$ cat config.mk
export PLATFORM = sky130hd
export DESIGN_NAME = layer42_train_sequencer_flat
export DESIGN_NICKNAME = d
export VERILOG_FILES = /design/src/rtl/layer42_train_sequencer_pkg.sv /design/src/rtl/layer42_train_sequencer_if.sv /design/src/rtl/layer42_train_sequencer_argmax42.sv /design/src/rtl/layer42_train_sequencer.sv /design/src/flat_wrapper.sv
export SDC_FILE = /design/constraint.sdc
export NUM_CORES = 1
export LEC_CHECK = 0
export ABC_AREA = 1
export ABC_CLOCK_PERIOD_IN_PS = 9200
export CAP_MARGIN = 20
export CORE_AREA = 5 5 377 379
export DETAILED_ROUTE_END_ITERATION = 10
export DIE_AREA = 0 0 382 384
export REMOVE_ABC_BUFFERS = 1
export SLEW_MARGIN = 15
export SYNTH_ARGS = -nofsm -noshare
export SYNTH_HDL_FRONTEND = slang
export SYNTH_SLANG_ARGS = --single-unit
export TNS_END_PERCENT = 30
$ cat constraint.sdc
create_clock -name clock -period 9.2 [get_ports clock]
set_input_delay 2.76 -clock clock [delete_from_list [all_inputs] [get_ports clock]]
set_output_delay 2.76 -clock clock [all_outputs]
set_load 0.01 [all_outputs]
$ cat src/rtl/layer42_train_sequencer_pkg.sv
// Shared types for the 42-class train sequencer: value encoding, class index, FSM states.
package layer42_train_sequencer_pkg;

    typedef logic [7:0] zero2one_t;

    localparam zero2one_t Z2O_ZERO = 8'h00;
    localparam zero2one_t Z2O_ONE  = 8'hFF;

    localparam int NUM_CLASSES = 42;
    typedef logic [5:0] class_idx_t;
    localparam class_idx_t LAST_CLASS = class_idx_t'(NUM_CLASSES - 1);

    typedef enum logic [2:0] {
        IDLE,
        FWD,
        SETTLE_W,
        CAPTURE,
        LEARN,
        DONE
    } seq_state_t;

endpackage

$ cat src/rtl/layer42_train_sequencer_if.sv
// Labelled-sample valid/ready channel into the sequencer.
interface layer42_train_sequencer_if #(
    parameter int N = 16
);
    import layer42_train_sequencer_pkg::*;

    logic                s_valid;
    logic                s_ready;
    zero2one_t [N-1:0]   s_in;
    class_idx_t          s_label;
    logic                train_en;

    modport master (output s_valid, s_in, s_label, train_en, input s_ready);
    modport slave  (input s_valid, s_in, s_label, train_en, output s_ready);

endinterface

$ cat src/rtl/layer42_train_sequencer_argmax42.sv
// Combinational argmax over 42 lanes; strict compare keeps the lowest index on ties.
module argmax42
    import layer42_train_sequencer_pkg::*;
(
    input  zero2one_t [NUM_CLASSES-1:0] vals,
    output class_idx_t                  idx
);

    zero2one_t best;

    always_comb begin
        best = vals[0];
        idx  = '0;
        for (int i = 1; i < NUM_CLASSES; i++) begin
            if (vals[i] > best) begin
                best = vals[i];
                idx  = class_idx_t'(i);
            end
        end
    end

endmodule

$ cat src/rtl/layer42_train_sequencer.sv
// Sequences forward/settle/capture/learn around a 42-output layer and keeps prediction stats.
module layer42_train_sequencer
    import layer42_train_sequencer_pkg::*;
#(
    parameter int N            = 16,
    parameter int SETTLE       = 4,
    parameter int LEARN_CYCLES = 1,
    parameter int CW           = 16
) (
    input  logic                        clock,
    input  logic                        reset,
    layer42_train_sequencer_if.slave    s,
    input  logic                        clear_stats,
    output logic                        layer_valid,
    output logic                        layer_learn,
    output zero2one_t [N-1:0]           layer_in,
    output zero2one_t [NUM_CLASSES-1:0] layer_expected,
    input  zero2one_t [NUM_CLASSES-1:0] layer_out,
    output logic                        pred_valid,
    output class_idx_t                  pred_label,
    output logic                        pred_correct,
    output logic [CW-1:0]               sample_count,
    output logic [CW-1:0]               correct_count
);

    localparam int CNT_MAX = (SETTLE > LEARN_CYCLES) ? SETTLE : LEARN_CYCLES;
    localparam int CNT_W   = (CNT_MAX > 1) ? $clog2(CNT_MAX) : 1;
    localparam logic [CNT_W-1:0] SETTLE_LD = CNT_W'(SETTLE - 1);
    localparam logic [CNT_W-1:0] LEARN_LD  = CNT_W'(LEARN_CYCLES - 1);

    seq_state_t       state, state_nxt;
    logic [CNT_W-1:0] cnt, cnt_nxt;
    class_idx_t       label_q;
    logic             label_ok_q;
    logic             train_q;
    logic             accept;
    class_idx_t       am_idx;

    // Ready is gated by reset so the channel reads not-ready while reset is held.
    assign s.s_ready = (state == IDLE) && !reset;
    assign accept    = s.s_valid && s.s_ready;

    always_ff @(posedge clock or posedge reset) begin
        if (reset) begin
            state <= IDLE;
            cnt   <= '0;
        end else begin
            state <= state_nxt;
            cnt   <= cnt_nxt;
        end
    end

    always_comb begin
        state_nxt   = state;
        cnt_nxt     = cnt;
        layer_valid = 1'b0;
        layer_learn = 1'b0;
        pred_valid  = 1'b0;
        case (state)
            IDLE:     if (accept) state_nxt = FWD;
            FWD: begin
                layer_valid = 1'b1;
                cnt_nxt     = SETTLE_LD;
                state_nxt   = SETTLE_W;
            end
            SETTLE_W: begin
                if (cnt == '0) state_nxt = CAPTURE;
                else           cnt_nxt   = cnt - 1'b1;
            end
            CAPTURE: begin
                if (train_q && label_ok_q) begin
                    cnt_nxt   = LEARN_LD;
                    state_nxt = LEARN;
                end else begin
                    state_nxt = DONE;
                end
            end
            LEARN: begin
                layer_learn = 1'b1;
                if (cnt == '0) state_nxt = DONE;
                else           cnt_nxt   = cnt - 1'b1;
            end
            DONE: begin
                pred_valid = 1'b1;
                state_nxt  = IDLE;
            end
            default:  state_nxt = IDLE;
        endcase
    end

    always_ff @(posedge clock or posedge reset) begin
        if (reset) begin
            layer_in     <= '0;
            label_q      <= '0;
            label_ok_q   <= 1'b0;
            train_q      <= 1'b0;
            pred_label   <= '0;
            pred_correct <= 1'b0;
        end else begin
            if (accept) begin
                layer_in   <= s.s_in;
                label_q    <= s.s_label;
                label_ok_q <= (s.s_label <= LAST_CLASS);
                train_q    <= s.train_en;
            end
            if (state == CAPTURE) begin
                pred_label   <= am_idx;
                pred_correct <= label_ok_q && (am_idx == label_q);
            end
        end
    end

    always_ff @(posedge clock or posedge reset) begin
        if (reset) begin
            sample_count  <= '0;
            correct_count <= '0;
        end else if (clear_stats) begin
            sample_count  <= '0;
            correct_count <= '0;
        end else if (state == DONE) begin
            sample_count  <= sample_count + 1'b1;
            correct_count <= correct_count + CW'(pred_correct);
        end
    end

    // Target decodes from the held label; an out-of-range label yields an all-zero target.
    for (genvar i = 0; i < NUM_CLASSES; i++) begin : g_exp
        assign layer_expected[i] = (label_ok_q && (label_q == class_idx_t'(i))) ? Z2O_ONE : Z2O_ZERO;
    end

    argmax42 u_argmax (
        .vals (layer_out),
        .idx  (am_idx)
    );

endmodule
$ cat src/flat_wrapper.sv
// flat-port wrapper written by rule: the top's interface ports become plain ports
module layer42_train_sequencer_flat import layer42_train_sequencer_pkg::*;
#(
    parameter int N            = 16,
    parameter int SETTLE       = 4,
    parameter int LEARN_CYCLES = 1,
    parameter int CW           = 16
)
  (clock, reset, clear_stats, layer_valid, layer_learn, layer_in, layer_expected, layer_out, pred_valid, pred_label, pred_correct, sample_count, correct_count, s_s_valid, s_s_in, s_s_label, s_train_en, s_s_ready);
  layer42_train_sequencer_if #(.N(N)) s_i ();
  input  logic clock;
  input  logic reset;
  input  logic clear_stats;
  output logic layer_valid;
  output logic layer_learn;
  output zero2one_t [N-1:0] layer_in;
  output zero2one_t [NUM_CLASSES-1:0] layer_expected;
  input  zero2one_t [NUM_CLASSES-1:0] layer_out;
  output logic pred_valid;
  output class_idx_t pred_label;
  output logic pred_correct;
  output logic [CW-1:0] sample_count;
  output logic [CW-1:0] correct_count;
  input wire logic [$bits(s_i.s_valid)-1:0] s_s_valid;
  input wire logic [$bits(s_i.s_in)-1:0] s_s_in;
  input wire logic [$bits(s_i.s_label)-1:0] s_s_label;
  input wire logic [$bits(s_i.train_en)-1:0] s_train_en;
  output wire logic [$bits(s_i.s_ready)-1:0] s_s_ready;
  assign s_i.s_valid = s_s_valid;
  assign s_i.s_in = s_s_in;
  assign s_i.s_label = s_s_label;
  assign s_i.train_en = s_train_en;
  assign s_s_ready = s_i.s_ready;
  layer42_train_sequencer #(.N(N), .SETTLE(SETTLE), .LEARN_CYCLES(LEARN_CYCLES), .CW(CW)) u_core (.clock(clock), .reset(reset), .s(s_i), .clear_stats(clear_stats), .layer_valid(layer_valid), .layer_learn(layer_learn), .layer_in(layer_in), .layer_expected(layer_expected), .layer_out(layer_out), .pred_valid(pred_valid), .pred_label(pred_label), .pred_correct(pred_correct), .sample_count(sample_count), .correct_count(correct_count));
endmodule
Word level (Yosys, flattened, before mapping)
Cells that the tools add are included.
{"block": "totals", "register_bits": 180, "input_bits": 475, "output_inout_bits": 507, "elab_cells": 315}
{"block": "classes", "addsub": 3, "magnitude_cmp": 42, "n_eq_ne": 52, "muxes": 138, "reduce_logical": 55}
{"operator": "$mux W8", "count": 82}
{"operator": "$gt A8 B8 Y1", "count": 41}
{"operator": "$mux W6", "count": 40}
{"operator": "$eq A6 B5 Y1 const B", "count": 16}
{"operator": "$mux W16", "count": 4}
{"operator": "$eq A6 B6 Y1 const B", "count": 10}
{"operator": "$eq A6 B4 Y1 const B", "count": 8}
{"operator": "$logic_and A1 B1 Y1", "count": 46}
{"operator": "$eq A6 B3 Y1 const B", "count": 4}
{"operator": "$add A16 B1 Y16", "count": 1}
{"operator": "$add A16 B1 Y16 const B", "count": 1}
{"operator": "$pmux W3 S5", "count": 1}
{"operator": "$eq A6 B2 Y1 const B", "count": 2}
{"operator": "$mux W3", "count": 3}
{"operator": "$ne A2 B1 Y1 const B", "count": 4}
{"operator": "$eq A3 B2 Y1 const B", "count": 2}
{"operator": "$eq A3 B3 Y1 const B", "count": 2}
{"operator": "$eq A6 B1 Y1 const B", "count": 1}
{"operator": "$eq A6 B6 Y1", "count": 1}
{"operator": "$le A6 B6 Y1 const B", "count": 1}
{"operator": "$logic_not A6 Y1", "count": 1}
{"operator": "$pmux W2 S3", "count": 1}
{"operator": "$reduce_and A3 Y1", "count": 2}
{"operator": "$mux W1", "count": 5}
{"operator": "other kinds (10)", "count": 11}

Logic depth before layout (Yosys ltp)
Gate-level depths: netlist (run 1).
{"block": "logic_depth", "word_depth": 84, "ltp_mapped": 457, "ltp_nobuf": 415}

Modules after synthesis
From an unflattened synthesis (run 1), not the netlist that was laid out.
{"block": "unflattened", "cells_unflattened": 3501, "area_unflattened_um2": 22985.8}
{"mod": "argmax42", "instances": 1, "cells_per_inst": 2218, "area_each_um2": 13013.7, "seq_area_each_um2": 0.0}
{"mod": "layer42_train_sequencer", "instances": 1, "cells_per_inst": 1283, "area_each_um2": 9972.1, "seq_area_each_um2": 4504.3}

Worst setup path before layout (run 1)
OpenSTA, ideal clock, no wires.
{"block": "synth_path", "path_kind": "input port to flip-flop", "from": "input layer_out[7] (netlist bit)", "to": "register u_core.pred_correct", "setup_time_ns": 0.116, "arrival_time_ns": 50.612, "setup_slack_ns": -41.529, "stages": 375, "n_path_buf": 42, "cell_sequence": "inv_1 > ha_1 > a21o_1 > nor2_2 > nand2_2 > nand2_2 > buf_4 > nand2_1 > o21ai_0 > ha_1 > a21oi_1 > nor2_1 > a211oi_1 > nand2_2 > nand2_4 > buf_6 > nand2_1 > o21ai_0 > (+339 left out) > and2b_2 > o32ai_2 > bufbuf_8 > o21ai_0 > ha_1 > a21oi_1 > o21a_1 > o221ai_1 > o21ai_0 > nand2_1 > nor2_1 > nand3_1 > nand2_1 > nand2_1 > nand3_1 > nor2_2 > nand2_1 > nand2_1"}
{"block": "synth_between", "elab_chain_cells": 84}
{"item": "from (decl)", "line": "flat_wrapper.sv:18", "rtl": "input zero2one_t [NUM_CLASSES-1:0] layer_out;"}
{"item": "$gt A8 B8 Y1", "line": "layer42_train_sequencer_argmax42.sv:15", "rtl": "if (vals[i] > best) begin"}
{"item": "$mux W8", "line": "layer42_train_sequencer_argmax42.sv:15"}
{"item": "$gt A8 B8 Y1", "line": "layer42_train_sequencer_argmax42.sv:15"}
{"item": "$mux W8", "line": "layer42_train_sequencer_argmax42.sv:15"}
{"item": "$gt A8 B8 Y1", "line": "layer42_train_sequencer_argmax42.sv:15"}
{"item": "$mux W8", "line": "layer42_train_sequencer_argmax42.sv:15"}
{"item": "$gt A8 B8 Y1", "line": "layer42_train_sequencer_argmax42.sv:15"}
{"item": "$mux W8", "line": "layer42_train_sequencer_argmax42.sv:15"}
{"item": "(+68 left out)"}
{"item": "$gt A8 B8 Y1", "line": "layer42_train_sequencer_argmax42.sv:15"}
{"item": "$mux W8", "line": "layer42_train_sequencer_argmax42.sv:15"}
{"item": "$gt A8 B8 Y1", "line": "layer42_train_sequencer_argmax42.sv:15"}
{"item": "$mux W8", "line": "layer42_train_sequencer_argmax42.sv:15"}
{"item": "$gt A8 B8 Y1", "line": "layer42_train_sequencer_argmax42.sv:15"}
{"item": "$mux W6 (*)", "line": "layer42_train_sequencer_argmax42.sv:15"}
{"item": "$eq A6 B6 Y1 (*)", "line": "layer42_train_sequencer.sv:108", "rtl": "pred_correct <= label_ok_q && (am_idx == label_q);"}
{"item": "$logic_and A1 B1 Y1 (*)", "line": "layer42_train_sequencer.sv:108"}
{"item": "to (signal assigned)", "line": "layer42_train_sequencer.sv:108"}
{"item": "to (decl)", "line": "layer42_train_sequencer.sv:21", "rtl": "output logic pred_correct,"}
Every way passes the cells marked *; elsewhere a longest branch is shown, timed or not.
A chain may end at the register's enable or synchronous reset.

Worst setup path after layout (run 1)
{"block": "layout_path", "from": "input layer_out[5] (netlist bit)", "to": "register u_core.pred_correct"}
Same word-level chain as after synthesis.

==> flow_summary.ini, run 1 <==
[status]
status = finished with violations
violations = negative setup slack

[grt]
overflow = 0
grt_pass1_vias = 27400
grt_max_degree = 139
grt_first_pass_wirelength_mm = 163
antenna_found_initial = 48
grt_util_all_layers_pct = 14.3

[worst_setup_path]
startpoint_type = primary input
worstPathRequired_ns = 9.55
worstPathMaxFanout = 8
endpoint_kind = flop
r2r_slack_ns = 6.44
arrival_ns = 49.79
critical_path_class = primary input to flop
slowest_delay_ns = 0.33
cpMaxStageDelayCell = ha_1
cp_common_cell = nand2_4

[floorplanning]
coreArea_um2 = 139000
initial_core_util_pct = 16.3
io_pins = 982
fp.dieW_um = 382
rows = 137
die-area_um2 = 147000
die_h_um = 384

[detailed_routing]
wirelength_mm = 117
routed.top_layer = met5
met3_length_mm = 5.71
wl_met1_mm = 43.9
wl_per_cell_um = 17.2
drc_errors = 0
drtIter0Drc = 1484
firstDrtPassIters = 5
viasPerCell = 4.19
vias = 28600
ant_nets = 0
met2_wirelength_mm = 63.0

[synth]
synthMuxAreaShare_pct = 0
synthArstFlopShare_pct = 100
synth-compound-area-share_pct = 12.2
syn_area_um2 = 22600
ys.flop_type = dfrtp_1
synth_fa_ha_area_share_pct = 16.3
yosys.area_share.simple_pct = 33.8
synth.avg_cell_area_um2 = 6.59
synth_xor_area_share_pct = 0
seq_area_frac_synth_pct = 19.9
synth_seq_cells = 180
synth_top_family_by_area = simple AND/OR/NAND/NOR gates
ys_types = 49
synth_edf_count = 0
synth_warnings = 0
synthCells = 3428

[clock_network]
htreeDepth = 4
hold_buffers = 0
clk_latency_ns = 0.47
cts.sinks = 180
clockBufferDepth = 2
cts_made_buffers = 17
root_buffer = clkbuf_16
path_clk_slew_ns = 0.08
cts_tree = done

[placement]
dp_hpwl_mm = 96.0
finalWeightedCongestion = 0.906
io_buffers = 981

[hold_path]
worst_hold_path_type = flop to flop

[cells_and_area]
final_nets = 5731
utilization_pct = 31.5
fillers = 14400
drive_above_1_share_pct = 33.7
layout_commonest_cell = nand2_1
area_growth_pct = 92.8
most-common-layout-cells = 1013 x nand2_1, 965 x clkdlybuf4s50_1, 811 x buf_4

[sta]
rsz0062_at_grt = yes
worst_slew_pin_slew_ns = 1.20
relSlewSlack_pct = 19.7
period_share_pct = 537
max_freq_mhz = 20.2
min_period_ns = 49.44
hold_viol = 0
finalHoldWorstSlack_ns = 0.477
finalSetupViolCount = 7
drv_slew = 0
layout_setup_ws_ns = -40.24
setup_tns_ns = -280.78
clock-skew-final_ns = 0.0237

[flow_run]
maxCapViolCount = 0
-- cells in the mapped netlist (20+ instances only) --
master,count,area (µm²)
nand2_1,1169,4390
buf_4,304,2280
o21ai_0,304,1520
inv_1,303,1140
ha_1,294,3680
nand3_1,206,1030
dfrtp_1,180,4500
nor2_1,171,642
nand2_2,79,494
nand4_1,78,488
a21oi_1,71,355
a211oi_1,40,300
o21bai_1,38,285
clkbuf_1,33,124
clkbuf_8,20,275
-- flip-flops by register name, indices dropped and copies added (netlist names) --
signal	cells
u_core.layer_in	128
u_core.cnt	2
u_core.state	3
u_core.label_q	6
u_core.pred_correct	1
u_core.train_q	1
u_core.correct_count	16
u_core.label_ok_q	1
u_core.pred_label	6
u_core.sample_count	16
-- final timing paths --
check | from | endpoint | cells after the start
worst max register to register | u_core.state[1]$_DFFE_PP0P_ | u_core.layer_in[53]$_DFFE_PP0P_ | 10
worst max-delay path | layer_out[5] | u_core.pred_correct$_DFFE_PP0N_ | 354
worst min-delay path | u_core.layer_in[45]$_DFFE_PP0P_ | u_core.layer_in[45]$_DFFE_PP0P_ | 2
worst min register to register | u_core.layer_in[45]$_DFFE_PP0P_ | u_core.layer_in[45]$_DFFE_PP0P_ | 2
max in group asynchronous | reset | u_core.layer_in[74]$_DFFE_PP0P_ | 3
min in group asynchronous | reset | u_core.layer_in[15]$_DFFE_PP0P_ | 2
-- routing by layer --
layer,global-route usage [%],up-vias
li1,-,14200
met3,2.40,183
met4,5.94,2
met5,0,-
met2,27.1,868
met1,15.6,13400
-- logic make-up after synthesis --
logic type	after synthesis
flops	180
buf+inv	686
compound gates	492
simple gates	1776
fa+ha+maj	294
-- through the flow --
step | cells | setup slack [ns] | area, µm²
2_1_floorplan | 3057 | -38.78 | 19800
3_3_place_gp | 6524 | -44.23 | 37000
3_5_place_dp | 6524 | -45.40 | 37000
4_1_cts | 6665 | -39.99 | 39300
5_1_grt | 6811 | -43.12 | 43600
6_report | 6815 | -40.24 | 43600
-- critical path, delay by kind of cell --
kind	cells	cell delay [ns]
AOI/OAI and AO/OA	80	10.17
adders and majority gates	41	11.12
and+or+nand+nor	189	20.71
buffers and inverters	44	4.95
-- final cells by class --
type / instances / area [µm²] / share of cell area [%]
inverter: 315 / 1190 / 2.74
clock buffer: 18 / 439 / 1.01
timing repair buffer: 1847 / 16600 / 38.0
clock inverter: 14 / 161 / 0.370
antenna: 33 / 82.6 / 0.189
multi-input combinational: 2601 / 18400 / 42.2
tap: 1807 / 2260 / 5.19
sequential: 180 / 4500 / 10.3
-- timing repair --
item,4_1_cts,5_1_grt
cloned,37,4
pin swaps,179,494
gates resized for setup,370,785
endpoints found under the setup margin,7,7
setup buffers,72,120
Power of run 1 is left out: the tool's default activity adds up to more than one toggle a clock period on the data nets, which glitch-free logic cannot reach.
==> inputs of run 2 (changes only) <==
--- a/config.mk
+++ b/config.mk
@@ -8,9 +8,9 @@
 export ABC_AREA = 1
 export ABC_CLOCK_PERIOD_IN_PS = 9200
 export CAP_MARGIN = 20
-export CORE_AREA = 5 5 377 379
+export CORE_AREA = 10 10 371 373
 export DETAILED_ROUTE_END_ITERATION = 10
-export DIE_AREA = 0 0 382 384
+export DIE_AREA = 0 0 381 383
 export REMOVE_ABC_BUFFERS = 1
 export SLEW_MARGIN = 15
 export SYNTH_ARGS = -nofsm -noshare
==> flow_summary.ini, run 2 (synthesis results as in run 1) <==
[placement]
finalWeightedCongestion = 0.931
dp_hpwl_mm = 99.2
io_buffers = 981

[sta]
finalSetupViolCount = 7
rsz0062_at_grt = yes
max_freq_mhz = 20.2
period_share_pct = 539
finalHoldWorstSlack_ns = 0.469
layout_setup_ws_ns = -40.39
hold_viol = 0
min_period_ns = 49.59
relSlewSlack_pct = 31.6
worst_slew_pin_slew_ns = 1.02
drv_slew = 0
clock-skew-final_ns = 0.0280

[grt]
met3_usage_pct = 2.74
grt_first_pass_wirelength_mm = 170
antenna_found_initial = 35
grt_max_degree = 133
grt-busiest-layer = met2
overflow = 0
met2_usage_pct = 28.6
grt_util_all_layers_pct = 14.8
grt_pass1_vias = 28100
grt_use_met1_pct = 15.8

[detailed_routing]
wirelength_mm = 116
ant_nets = 0
wl_per_cell_um = 17.4
drtIter0Drc = 1186
viasPerCell = 4.15
drc_errors = 0
firstDrtPassIters = 7
vias = 27700

[clock_network]
clk_latency_ns = 0.46
path_clk_slew_ns = 0.08
cts_made_buffers = 17
clockBufferDepth = 2
root_buffer = clkbuf_16
htreeDepth = 4
cts_tree = done
cts.sinks = 180
hold_buffers = 0

[cells_and_area]
area_growth_pct = 76.0
final_nets = 5643
utilization_pct = 30.5
top_register = u_core.layer_in
layout_commonest_cell = nand2_1
largest_reg_flops = 128
most-common-layout-cells = 1156 x nand2_1, 976 x clkdlybuf4s50_1, 766 x buf_4
drive_above_1_share_pct = 23.8
fillers = 14000
top_regs = u_core.layer_in (128), u_core.correct_count (16), u_core.sample_count (16)

[hold_path]
hp-start = u_core.correct_count[15]$_DFFE_PP0P_
worst_hold_path_type = flop to flop

[status]
status = finished with violations
violations = negative setup slack

[floorplanning]
io_pins = 982
rows = 133
initial_core_util_pct = 17.3
die-area_um2 = 146000
coreArea_um2 = 130000
die_h_um = 383
fp.dieW_um = 381

[worst_setup_path]
arrival_ns = 49.95
startpoint_type = primary input
worstSetupStartpoint = layer_out[13]
endpoint_kind = flop
slowest_delay_ns = 0.58
critical_path_class = primary input to flop
worstPathRequired_ns = 9.56
r2r_start = u_core.state[1]$_DFFE_PP0P_
cp_common_cell = nand2_1
cpMaxStageDelayCell = clkdlybuf4s50_1
critPathBufInv = 45
path_delay_family = simple AND/OR/NAND/NOR gates
worstPathMaxFanout = 15

[flow_run]
maxCapViolCount = 0
## run 2: cell types whose count changed in the layout (fill, tap and decap cells not counted), moves of 21 or more
cell	delta
buf_4	-45
buf_6	-41
ha_1	+88
ha_4	-77
nand2_1	+143
nand2_2	-101
nand2_4	-25
nand2_8	-22
nor2_1	+23
nor2_2	-21
o21ai_0	+31
o21ai_1	+70
o21ai_2	-51
o21ai_4	-50
## run 2: final cells by class
cell class	count	area, µm²	area share, %
clock buffer	19	433	1.09
inverter	315	1190	3.00
clock inverter	11	120	0.302
tap	1755	2200	5.52
antenna	28	70.1	0.176
timing repair buffer	1764	15800	39.7
multi-input combinational	2596	15500	38.9
sequential	180	4500	11.3
## run 2: metal layers
metal / wire, µm / share of wire, % / up-vias
li1: - / - / 13900
met1: 43800 / 38 / 12800
met2: 62500 / 54 / 803
met3: 5970 / 5.2 / 155
met4: 3590 / 3.1 / 6
met5: 33 / 0.028 / -
## run 2: worst paths after layout
kind / end / slack [ns] / cells after the start
min: u_core.correct_count[15]$_DFFE_PP0P_ / 0.47 / 1
min in group asynchronous: u_core.layer_in[67]$_DFFE_PP0P_ / 2.94 / 2
min reg2reg: u_core.correct_count[15]$_DFFE_PP0P_ / 0.47 / 1
max reg2reg: u_core.layer_in[23]$_DFFE_PP0P_ / 6.11 / 11
max in group asynchronous: u_core.layer_in[77]$_DFFE_PP0P_ / 5.12 / 3
max: u_core.pred_label[5]$_DFFE_PP0N_ / -40.39 / 357
## run 2: per-stage QoR
step	worst slack [ns]	instances	area, µm²	TNS [ns]
after floorplan	-38.78	3057	19800	-269.37
after global placement	-43.86	6450	36800	-305.55
after detailed placement	-44.72	6450	36800	-311.39
after CTS	-39.30	6608	39100	-274.01
after global routing	-44.34	6668	39800	-308.93
final	-40.39	6668	39800	-281.53
## run 2: repair_timing
item                                    4_1_cts  5_1_grt
resized for setup                           392       94
buffers inserted                             94       30
pin swaps                                   168       87
endpoints found under the setup margin        7        7
cloned                                       34        1
Power of run 2 is left out for the same reason.
==> inputs of run 3 (changes only) <==
==> constraint.sdc (replaced) <==
create_clock -name clock -period 9.2 [get_ports clock]
set_input_delay 1.84 -clock clock [delete_from_list [all_inputs] [get_ports clock]]
set_output_delay 1.84 -clock clock [all_outputs]
set_load 0.01 [all_outputs]
==> flow_summary.ini, run 3 (synthesis results as in run 1) <==
[placement]
finalWeightedCongestion = 0.921
dp_cells = 6454
dp_hpwl_mm = 99.3
io_buffers = 981
pre_cts_slack_ns = -44.23

[floorplanning]
coreArea_um2 = 130000
io_pins = 982
rows = 133
fp.dieW_um = 381
die-area_um2 = 146000
initial_core_util_pct = 17.3
die_h_um = 383

[detailed_routing]
vias = 28000
met2_wirelength_mm = 62.9
drtIter0Drc = 1182
routed.top_layer = met5
drc_errors = 0
wirelength_mm = 117
wl_met1_mm = 44.2
ant_nets = 0
met3_length_mm = 6.04
firstDrtPassIters = 5
viasPerCell = 4.19
wl_per_cell_um = 17.6

[cells_and_area]
utilization_pct = 31.4
drive_above_1_share_pct = 27.1
top_register = u_core.layer_in
most-common-layout-cells = 1103 x nand2_1, 968 x clkdlybuf4s50_1, 764 x buf_4
finalNonFillerCells = 6685
top_regs = u_core.layer_in (128), u_core.correct_count (16), u_core.sample_count (16)
fillers = 13900
largest_reg_flops = 128
area_growth_pct = 81.0
final_nets = 5654
layout_commonest_cell = nand2_1

[sta]
min_period_ns = 48.66
drv_slew = 0
hold_viol = 0
max_freq_mhz = 20.6
period_share_pct = 529
worst_slew_pin_slew_ns = 1.08
relSlewSlack_pct = 27.7
rsz0062_at_grt = yes
layout_setup_ws_ns = -39.46
clock-skew-final_ns = 0.0204
finalSetupViolCount = 7

[clock_network]
cts_tree = done
path_clk_slew_ns = 0.08
clk_latency_ns = 0.45
clockBufferDepth = 2
htreeDepth = 4
cts_made_buffers = 17
root_buffer = clkbuf_16
cts.sinks = 180

[grt]
overflow = 0
grt_util_all_layers_pct = 14.8
antenna_found_initial = 37
grt_max_degree = 93
grt_pass1_vias = 27800
grt_first_pass_wirelength_mm = 169

[worst_setup_path]
worstPathRequired_ns = 9.53
cp_common_cell = nand2_1
slowest_delay_ns = 0.47
startpoint_type = primary input
worstPathMaxFanout = 10
endpoint_kind = flop
arrival_ns = 48.99
critical_path_class = primary input to flop
cpMaxStageDelayCell = clkdlybuf4s50_1

[hold_path]
worst_hold_path_type = flop to flop

[flow_run]
maxCapViolCount = 0

[status]
violations = negative setup slack
status = finished with violations
==> run 3: cell count changes in the layout (fill, tap and decap cells not counted), sizes merged <==
| cell | before | now |
|---|---|---|
| buf | 783 | 791 |
| clkbuf | 19 | 21 |
| clkdlybuf4s50 | 976 | 968 |
| clkinv | 6 | 4 |
| clkinvlp | 0 | 1 |
| diode | 28 | 32 |
| dlygate4sd2 | 5 | 2 |
| dlymetal6s2s | 0 | 11 |
| inv | 319 | 320 |
| nand2 | 1296 | 1299 |
==> run 3: worst paths after layout <==
check	start	endpoint	slack (ns)	depth (start not counted)
min in group asynchronous	reset	u_core.correct_count[12]$_DFFE_PP0P_	2.13	2
max reg2reg	u_core.state[1]$_DFFE_PP0P_	u_core.layer_in[75]$_DFFE_PP0P_	5.70	10
min reg2reg	u_core.correct_count[15]$_DFFE_PP0P_	u_core.correct_count[15]$_DFFE_PP0P_	0.47	1
max	layer_out[5]	u_core.pred_correct$_DFFE_PP0N_	-39.46	365
min	u_core.correct_count[15]$_DFFE_PP0P_	u_core.correct_count[15]$_DFFE_PP0P_	0.47	1
max in group asynchronous	reset	u_core.layer_in[110]$_DFFE_PP0P_	5.80	3
==> run 3: layer usage <==
layer  vias up  GRT usage [%]
met4         6           5.79
met3       187           2.92
met2       863           28.3
li1      14000              -
met5         -              0
met1     12900           15.8
==> run 3: final cells by class <==
cell class | count | area (µm²) | share of cell area (%)
Antenna cell | 32 | 80.1 | 0.196
Multi-Input combinational cell | 2599 | 16500 | 40.2
Clock buffer | 21 | 450 | 1.10
Tap cell | 1755 | 2200 | 5.37
Clock inverter | 11 | 115 | 0.281
Timing Repair Buffer | 1772 | 15900 | 38.9
Sequential cell | 180 | 4500 | 11.0
Inverter | 315 | 1190 | 2.91
==> run 3: per-stage QoR <==
| stage | setup TNS (ns) | hold WS [ns] | area, µm² |
|---|---|---|---|
| after floorplan | -262.93 | 0.449 | 19800 |
| after global placement | -300.10 | 0.460 | 36800 |
| after detailed placement | -307.94 | 0.463 | 36800 |
| after CTS | -270.86 | 0.476 | 39000 |
| after global routing | -299.51 | 0.495 | 40900 |
| final | -274.76 | 0.472 | 40900 |
==> run 3: repair_timing <==
item	CTS	global route
pin swaps	186	263
gates resized for setup	383	323
buffers inserted	78	52
hold buffers	0	0
endpoints found under the setup margin	7	7
cloned	35	2
==> run 3: critical path, delay by kind of cell <==
family | cells | cell delay, ns
simple gates | 195 | 20.12
fa+ha+maj | 41 | 11.29
compound gates | 80 | 10.07
buf+inv | 49 | 5.53
Power of run 3 is left out for the same reason.
